==> src/rtl/fft_pkg.sv <==
// Shared FFT definitions: transform size, sample format, start-pulse length and the
// sample-loader state encoding. Imported by the loader, its stream interface, the
// result checker and the top level.
package fft_pkg;

  localparam int unsigned N_POINTS  = 32;
  localparam int unsigned ADDR_W    = $clog2(N_POINTS);
  // [63:32] real, [31:0] imaginary, two's complement
  localparam int unsigned DATA_W    = 64;
  localparam int unsigned START_LEN = 2;

  typedef enum logic [2:0] {
    StIdle,
    StLoad,
    StStart,
    StWaitLo,
    StWaitHi
  } loader_state_t;

endpackage

==> src/rtl/fft_sample_loader_if.sv <==
// Sample stream into the FFT loader.
//   s_valid : source has a sample
//   s_data  : complex sample, DATA_W bits
//   s_last  : final sample of the frame
//   s_ready : loader accepts the sample this cycle
// master = sample source, slave = loader.
interface fft_sample_loader_if;
  import fft_pkg::*;

  logic              s_valid;
  logic [DATA_W-1:0] s_data;
  logic              s_last;
  logic              s_ready;

  modport master (output s_valid, output s_data, output s_last, input s_ready);
  modport slave  (input s_valid, input s_data, input s_last, output s_ready);

endinterface

==> src/rtl/bit_reverse.sv <==
// Combinational bit reversal of a W-bit value (bit i of the output is bit W-1-i of the
// input). Used to form radix-2 DIT input addresses.
//   value_i : value to reverse
//   value_o : reversed value
module bit_reverse #(
  parameter int unsigned W = 5
) (
  input  logic [W-1:0] value_i,
  output logic [W-1:0] value_o
);

  always_comb begin
    value_o = '0;
    for (int unsigned i = 0; i < W; i++) begin
      value_o[i] = value_i[W-1-i];
    end
  end

endmodule

==> src/rtl/fft_sample_loader.sv <==
// FFT sample loader: after an arm request, accepts N_POINTS samples from the stream,
// writes each into FFT working memory at the bit-reversed sample index, pulses start_fft
// for START_LEN cycles, then waits for the core's done level to fall and rise again.
//   clk, rst_n : clock, synchronous active-low reset
//   arm        : begin a load frame (honoured only when idle)
//   stream     : sample stream (slave side)
//   mem_we / mem_addr / mem_wdata : registered FFT memory write port
//   start_fft  : start pulse to the FFT core
//   fft_done   : core done level, low while running
//   busy       : loader not idle
//   frame_done : one-cycle pulse when the FFT of a loaded frame completes
//   len_err    : sticky frame-length error, cleared by the next accepted arm
module fft_sample_loader
  import fft_pkg::*;
(
  input  logic                clk,
  input  logic                rst_n,
  input  logic                arm,
  fft_sample_loader_if.slave  stream,
  output logic                mem_we,
  output logic [ADDR_W-1:0]   mem_addr,
  output logic [DATA_W-1:0]   mem_wdata,
  output logic                start_fft,
  input  logic                fft_done,
  output logic                busy,
  output logic                frame_done,
  output logic                len_err
);

  localparam int unsigned StartCntW = (START_LEN > 1) ? $clog2(START_LEN) : 1;
  localparam logic [ADDR_W-1:0]    LastCnt   = ADDR_W'(N_POINTS - 1);
  localparam logic [StartCntW-1:0] StartLast = StartCntW'(START_LEN - 1);

  loader_state_t          state_q;
  logic [ADDR_W-1:0]      cnt_q;
  logic [ADDR_W-1:0]      cnt_rev;
  logic [StartCntW-1:0]   st_cnt_q;
  logic                   mem_we_q;
  logic [ADDR_W-1:0]      mem_addr_q;
  logic [DATA_W-1:0]      mem_wdata_q;
  logic                   start_fft_q;
  logic                   busy_q;
  logic                   frame_done_q;
  logic                   len_err_q;
  logic                   accept;

  // Ready straight from state so back-to-back beats flow at full rate.
  assign stream.s_ready = (state_q == StLoad);
  assign accept         = stream.s_valid & stream.s_ready;

  bit_reverse #(
    .W (ADDR_W)
  ) u_bit_reverse (
    .value_i (cnt_q),
    .value_o (cnt_rev)
  );

  always_ff @(posedge clk) begin
    if (!rst_n) begin
      state_q      <= StIdle;
      cnt_q        <= '0;
      st_cnt_q     <= '0;
      mem_we_q     <= 1'b0;
      mem_addr_q   <= '0;
      mem_wdata_q  <= '0;
      start_fft_q  <= 1'b0;
      busy_q       <= 1'b0;
      frame_done_q <= 1'b0;
      len_err_q    <= 1'b0;
    end else begin
      mem_we_q     <= 1'b0;
      frame_done_q <= 1'b0;
      unique case (state_q)
        StIdle: begin
          // busy drops here, one cycle after the frame_done pulse
          busy_q <= arm;
          if (arm) begin
            state_q   <= StLoad;
            cnt_q     <= '0;
            len_err_q <= 1'b0;
          end
        end
        StLoad: begin
          if (accept) begin
            mem_we_q    <= 1'b1;
            mem_addr_q  <= cnt_rev;
            mem_wdata_q <= stream.s_data;
            cnt_q       <= cnt_q + ADDR_W'(1);
            if (cnt_q == LastCnt) begin
              // Start goes out together with the last write.
              state_q     <= StStart;
              start_fft_q <= 1'b1;
              st_cnt_q    <= '0;
              if (!stream.s_last) len_err_q <= 1'b1;
            end else if (stream.s_last) begin
              // Short frame: keep the beat written but never start the core.
              len_err_q <= 1'b1;
              state_q   <= StIdle;
              busy_q    <= 1'b0;
            end
          end
        end
        StStart: begin
          if (st_cnt_q == StartLast) begin
            start_fft_q <= 1'b0;
            state_q     <= StWaitLo;
          end else begin
            st_cnt_q <= st_cnt_q + StartCntW'(1);
          end
        end
        StWaitLo: begin
          if (!fft_done) state_q <= StWaitHi;
        end
        StWaitHi: begin
          if (fft_done) begin
            frame_done_q <= 1'b1;
            state_q      <= StIdle;
          end
        end
        default: state_q <= StIdle;
      endcase
    end
  end

  assign mem_we     = mem_we_q;
  assign mem_addr   = mem_addr_q;
  assign mem_wdata  = mem_wdata_q;
  assign start_fft  = start_fft_q;
  assign busy       = busy_q;
  assign frame_done = frame_done_q;
  assign len_err    = len_err_q;

endmodule

==> src/flat_wrapper.sv <==
// flat-port wrapper written by rule: the top's interface ports become plain ports
module fft_sample_loader_flat import fft_pkg::*;
  (clk, rst_n, arm, mem_we, mem_addr, mem_wdata, start_fft, fft_done, busy, frame_done, len_err, stream_s_valid, stream_s_data, stream_s_last, stream_s_ready);
  fft_sample_loader_if stream_i ();
  input  logic clk;
  input  logic rst_n;
  input  logic arm;
  output logic mem_we;
  output logic [ADDR_W-1:0] mem_addr;
  output logic [DATA_W-1:0] mem_wdata;
  output logic start_fft;
  input  logic fft_done;
  output logic busy;
  output logic frame_done;
  output logic len_err;
  input wire logic [$bits(stream_i.s_valid)-1:0] stream_s_valid;
  input wire logic [$bits(stream_i.s_data)-1:0] stream_s_data;
  input wire logic [$bits(stream_i.s_last)-1:0] stream_s_last;
  output wire logic [$bits(stream_i.s_ready)-1:0] stream_s_ready;
  assign stream_i.s_valid = stream_s_valid;
  assign stream_i.s_data = stream_s_data;
  assign stream_i.s_last = stream_s_last;
  assign stream_s_ready = stream_i.s_ready;
  fft_sample_loader u_core (.clk(clk), .rst_n(rst_n), .arm(arm), .stream(stream_i), .mem_we(mem_we), .mem_addr(mem_addr), .mem_wdata(mem_wdata), .start_fft(start_fft), .fft_done(fft_done), .busy(busy), .frame_done(frame_done), .len_err(len_err));
endmodule
==> config.mk <==
export PLATFORM = sky130hd
export DESIGN_NAME = fft_sample_loader_flat
export DESIGN_NICKNAME = d
export VERILOG_FILES = /design/src/rtl/fft_pkg.sv /design/src/rtl/fft_sample_loader_if.sv /design/src/rtl/bit_reverse.sv /design/src/rtl/fft_sample_loader.sv /design/src/flat_wrapper.sv
export SDC_FILE = /design/constraint.sdc
export NUM_CORES = 1
export LEC_CHECK = 0
export ABC_AREA = 1
export CELL_PAD_IN_SITES_DETAIL_PLACEMENT = 1
export CELL_PAD_IN_SITES_GLOBAL_PLACEMENT = 1
export CORE_ASPECT_RATIO = 0.7
export CORE_MARGIN = 1
export CORE_UTILIZATION = 25
export DETAILED_ROUTE_END_ITERATION = 10
export PLACE_DENSITY = 0.78
export SLEW_MARGIN = 20
export SYNTH_ARGS = -nofsm -noshare
export SYNTH_HDL_FRONTEND = slang
export SYNTH_HIERARCHICAL = 1
export SYNTH_SLANG_ARGS = --single-unit
==> constraint.sdc <==
create_clock -name clk -period 1.45 [get_ports clk]
set_clock_uncertainty 0.05 [all_clocks]
set_input_delay 0.3625 -clock clk [delete_from_list [all_inputs] [get_ports clk]]
set_output_delay 0.3625 -clock clk [all_outputs]
set_load 0.01 [all_outputs]
# ---- Word-level counts from Yosys, hierarchy flattened
# Index checks and enable logic that the tools add are counted.
dict set report op_classes {
  add_sub_neg 2
  bitwise_logic 1
  n_reduce_logical 12
  n_mux 31
  n_eq_ne 15
}
# cell n
set op_table {}
lappend op_table {{3-bit 2-to-1 mux} 7}
lappend op_table {{1-bit 2-to-1 mux} 16}
lappend op_table {{3-bit case mux with 5 select lines} 1}
lappend op_table {{2-bit inequality test (second input constant)} 7}
lappend op_table {{5-bit 2-to-1 mux} 2}
lappend op_table {{5-bit case mux with 2 select lines} 1}
lappend op_table {{1-bit case mux with 2 select lines} 4}
lappend op_table {{4-bit AND reduction} 2}
lappend op_table {{3-bit by 2-bit == test with 1-bit output (second input constant)} 2}
lappend op_table {{3-bit inequality test (second input constant)} 2}
lappend op_table {{2-bit AND reduction} 3}
lappend op_table {{3-bit AND reduction} 2}
lappend op_table {{6-bit AND reduction} 1}
lappend op_table {{5-bit by 1-bit adder with 5-bit output (second input constant)} 1}
lappend op_table {{5-bit == test (second input constant)} 1}
lappend op_table {{5-bit AND reduction} 1}
lappend op_table {{2-bit nonzero test} 2}
lappend op_table {{3-bit by 1-bit == test with 1-bit output (second input constant)} 1}
lappend op_table {{3-bit == test (second input constant)} 1}
lappend op_table {{3-bit logical NOT} 1}
lappend op_table {{2-bit by 1-bit inequality test with 1-bit output (second input constant)} 1}
lappend op_table {{1-bit adder (second input constant)} 1}
lappend op_table {{1-bit AND} 1}
dict set report word_totals {
  out_inout_bits 75
  register_bits 83
  elab_cells 71
}

# ---- Logic depth before layout (Yosys ltp)
# Gate-level depths: netlist of run 1.
dict set report depth {
  word_depth 4
  ltp_mapped 11
}

# ---- Cells and area by module
# The synthesis of run 1 kept the hierarchy.
# module seq_area_each_um2 cells_per_inst area_each_um2 n_inst
set modules_own_cells {}
lappend modules_own_cells {fft_sample_loader 1661.6 410 3106.7 1}
lappend modules_own_cells {bit_reverse 0.0 5 37.5 1}

# ---- Worst setup path after synthesis of run 1
# Ideal clock, no wire load.
dict set report synth_path {
  path_kind {register -> register}
  startpoint {register u_core.cnt_q[0]}
  endpoint {register u_core.state_q[2]}
  stages_incl_launch_ff 12
  setup_slack_ps -18
  arrival_time_ps 1303
  required_time_ps 1285
  setup_ps 115
  period_less_slack_ps 1468
  cell_sequence {dfxtp_1 > ha_1 > nand2_1 > nor2_1 > ha_1 > inv_1 > nand4_1 > nand2_1 > inv_1 > nand3_1 > nand2_1 > nor2_1}
}
dict set report synth_via {
  elab_chain_cells 4
}
# item line_no
set synth_lines {}
lappend synth_lines {{start: declaration} fft_sample_loader.sv:35} ;# logic [ADDR_W-1:0] cnt_q;
lappend synth_lines {{start signal: assignment} fft_sample_loader.sv:88} ;# cnt_q <= cnt_q + ADDR_W'(1);
lappend synth_lines {{5-bit == test *} fft_sample_loader.sv:89} ;# if (cnt_q == LastCnt) begin
lappend synth_lines {{3-bit 2-to-1 mux} fft_sample_loader.sv:89}
lappend synth_lines {{3-bit 2-to-1 mux} fft_sample_loader.sv:84} ;# if (accept) begin
lappend synth_lines {{3-bit case mux with 5 select lines} fft_sample_loader.sv:73} ;# unique case (state_q)
lappend synth_lines {{end signal: assignment} fft_sample_loader.sv:78} ;# state_q <= StLoad;
lappend synth_lines {{end signal: assignment} fft_sample_loader.sv:91} ;# state_q <= StStart;
lappend synth_lines {{end signal: assignment} fft_sample_loader.sv:98} ;# state_q <= StIdle;
lappend synth_lines {{end: declaration} fft_sample_loader.sv:34} ;# loader_state_t state_q;
# Mark *: on every way between the ends. The rest lies on a longest branch, timed or not. The select of a mux whose other input is x is not followed.
# A chain may end at the register's enable or synchronous reset.

# ---- Worst setup path after layout of run 1
dict set report layout_path {
  startpoint {register u_core.state_q[0]}
  endpoint {register u_core.state_q[0]}
}
dict set report layout_via {
  elab_chain_cells 4
}
# item line_no
set layout_lines {}
lappend layout_lines {{start signal: assignment} fft_sample_loader.sv:60} ;# state_q <= StIdle;
lappend layout_lines {{start signal: assignment} fft_sample_loader.sv:78}
lappend layout_lines {{start signal: assignment} fft_sample_loader.sv:91}
lappend layout_lines {{3-bit by 1-bit == test with 1-bit output} {fft_sample_loader.sv:48, fft_sample_loader.sv:73}}
lappend layout_lines {{1-bit AND} fft_sample_loader.sv:49} ;# assign accept = stream.s_valid & stream.s_ready;
lappend layout_lines {{2-bit inequality test (no line)} -}
lappend layout_lines {{6-bit AND reduction (no line)} -}
# Parallel ways exist; a longest one is shown, timed or not.

==> results.yml, run 1 <==
status:
  run_status: "finished, violations left"
  violations: "setup timing"
clock_tree:
  cts_buffer_depth: 2
  insertion_delay_ns: 0.33
  htreeDepth: 3
  cts_hold_buf: 0
  cts_buffers: 9
  clockRootBuffer: "clkbuf_16"
  clkTransAtPathRegs_ns: 0.06
  cts_tree: "yes"
  clock_sinks: 83
setup_path:
  critical_path_class: "register to register"
  critPathLaunchType: "register"
  critPathCaptureType: "register"
  arrival_ns: 1.68
  cp_max_fo: 7
  required_ns: 1.62
synth:
  synth_top_cell_by_area: "dfxtp_1"
  synth_top_area_share_pct: 52.85
  synth_compound_area_share_pct: 13.53
  synth_top_family_by_area: "simple AND/OR/NAND/NOR gates"
  synth.avg_cell_area_um2: 7.577
  synth_warnings: 6
  synth-adder-area-share_pct: 1.194
  synth_area_leaders: "dfxtp_1 53%, nor2_1 18%, o21ai_0 12%"
  netlist_instances: 415
  synthXorXnorAreaFrac_pct: 0.2786
  yosysSeqAreaShare_pct: 52.85
  synth_cell_types: 23
  ys_seq_elements: 83
  netlist_area_um2: 3144
  yosys.area_share.simple_pct: 25.31
  syn_nets: 488
  synth.area.mux_share_pct: 0
timing:
  fin_crit_ns: 1.507
  slew_viol_final: 0
  setup_violations: 3
  fin_ws_ns: -0.05743
  relSlewSlack_pct: 78.76
  hold_ws_ns: 0.3392
  rsz0062_at_grt: "yes"
  fmax_ghz: 0.6634
  hold_violations: 0
  post-route-period-util_pct: 104.0
  worst_slew_pin_slew_ns: 0.3185
global_route:
  use_met2_pct: 28.38
  grt_use_met3_pct: 5.898
  grtUsageMet1_pct: 19.47
  antenna_found_initial: 0
  busiest_layer: "met2"
  grt_pass1_vias: 3330
  grt_overflow_total: 0
  grt_pass1_wl_mm: 16.53
  groute.usage.overall_pct: 16.46
  grt_max_degree: 41
floorplanning:
  die-width_um: 136.0
  row_count: 33
  coreArea_um2: 11970
  io-pin-count: 145
  die_y_um: 95.83
  dieArea_um2: 13040
  start_util_pct: 26.26
pwr:
  p_sw_share_pct: 34.67
  clkPwrFrac_pct: 24.6
  pwr-share-comb_pct: 39.0
  leakage_nw: 2.398
  intPower_mw: 5.714
  powerDensity_nw_per_um2: 1659
  peakVddDrop_uv: 658.2
  p_seq_share_pct: 36.4
  switchingPower_mw: 3.033
placed_design:
  dp_worst_setup_slack_ns: -0.2816
  placed_cell_area_um2: 4863
  dpl.cell_count: 709
  place_congestion: 0.8272
  port_buffers: 144
  hpwl_mm: 7.547
run:
  cap_violations: 0
cells_and_area:
  postLayoutCoreUtil_pct: 44.04
  finalNonFillerCells: 730
  layout-drive-gt1-share_pct: 12.57
  area_growth_pct: 67.73
  fin_area_um2: 5274
  antenna_cells: 0
  num-nets-final: 641
route:
  vias: 3315
  ant_nets: 0
  drtIter0Drc: 90
  drc: 0
  first_pass_iters: 4
  vias_per_cell: 4.541
  wl_mm: 10.75
  route.detailed.wl_per_inst_um: 14.73
hold_path:
  hold_class: "input port to register"
==> power groups by stage <==
stage | logic (mW) | registers (mW) | clock network, mW
2_1_floorplan | 1.34 | 3.45 | 0
3_5_place_dp | 3.48 | 3.23 | 0
3_3_place_gp | 3.35 | 3.19 | 0
4_1_cts | 3.32 | 3.19 | 2.24
5_1_grt | 3.75 | 3.27 | 2.34
6_report | 3.41 | 3.19 | 2.15
==> metrics by stage <==
step	power, mW	TNS [ns]
after global routing	9.365	-0.6764
after floorplan	4.790	0
final	8.747	-0.1351
after global placement	6.537	-14.64
after detailed placement	6.711	-17.28
after CTS	8.741	-2.421
==> Yosys cell counts (all sizes together) <==
master,number
or2,1
inv,17
nand3b,2
clkinv,1
clkbuf,15
nand4,2
nand3,10
dfxtp,83
ha,3
nor3,1
a21boi,1
and3,2
xor2,1
buf,13
o21ai,73
a21oi,9
nand2,27
o211ai,1
nor2,153
==> routing by layer <==
metal  routed length [um]  vias up
met5                    0        -
met4                   65        0
met3                  755        7
met2                 5062       98
met1                 4867     1579
li1                     -     1631
==> area by class of cell <==
type,count,area (um^2)
clock buffers,13,260.3
flip-flops and latches,83,1667
fillers,1427,6700
well taps,157,196.4
multi-input cells,286,1383
inverters,18,85.08
repair buffers,170,1662
clock inverters,3,21.27
==> sequential cells by signal (all words and copies together), names as in the netlist <==
signal	cells
u_core/frame_done	1
u_core/mem_addr	5
u_core/len_err	1
u_core/busy	1
u_core/cnt_q	5
u_core/start_fft	1
u_core/mem_we	1
u_core/st_cnt_q	1
u_core/mem_wdata	64
u_core/state_q	3
==> critical path: stages (launching register included) <==
cell      delay, ns
dfxtp_2        0.34
inv_2          0.05
buf_4          0.13
nor2_1         0.21
nand3b_1       0.19
nand2_1        0.15
inv_4          0.07
a21oi_2        0.13
nor2_1         0.06
==> cells in the final DEF, fill, tap and decap left out, drive strengths merged <==
cell type      count
o21ai             73
a21oi              9
dlymetal6s2s       1
buf               28
nor3               1
clkbuf            13
nand2             27
nand4              2
clkdlybuf4s50     67
dfxtp             83
and3               2
inv               18
o211ai             1
or2                1
nand3             10
nand3b             2
clkinv             2
clkdlybuf4s15      2
ha                 3
dlygate4sd2       72
xor2               1
nor2             153
clkinvlp           1
a21boi             1
==> path summary, 6_finish.rpt <==
check,slack (ns),cells after the start,from,to
worst max-delay path,-0.06,8,u_core/state_q[0]$_SDFFE_PN0P_,u_core/state_q[0]$_SDFFE_PN0P_
worst min-delay path,0.34,3,rst_n,u_core/cnt_q[0]$_SDFFE_PN0P_
worst max register to register,-0.06,8,u_core/state_q[0]$_SDFFE_PN0P_,u_core/state_q[0]$_SDFFE_PN0P_
worst min register to register,0.40,2,u_core/len_err$_SDFFE_PN0P_,u_core/len_err$_SDFFE_PN0P_
==> kinds of logic (layout without fill, tap and decap cells) <==
family                   Yosys count  count (layout)
AND/OR/NAND/NOR                  198             198
flip-flops                        83              83
AO/OA/AOI/OAI                     84              84
XOR/XNOR                           1               1
buffers and inverters             46             204
adder cells (fa/ha/maj)            3               3
==> timing repair <==
item,4_1_cts,5_1_grt
setup buffers,1,2
endpoints found under the setup margin,95,84
resized for setup,95,37
pin swaps,5,5
cloned,2,0
Power figures use the tool's default switching activity.
==> run 2, diff against run 1 <==
- SLEW_MARGIN: 20 -> 10
==> results of run 2 <==
The final DEF is identical to that of run 1; final timing and power are the same.
==> run 3, diff against run 2 <==
- ABC_CLOCK_PERIOD_IN_PS: unset -> 1450
==> results of run 3 <==
The final DEF is identical to that of run 1; final timing and power are the same.
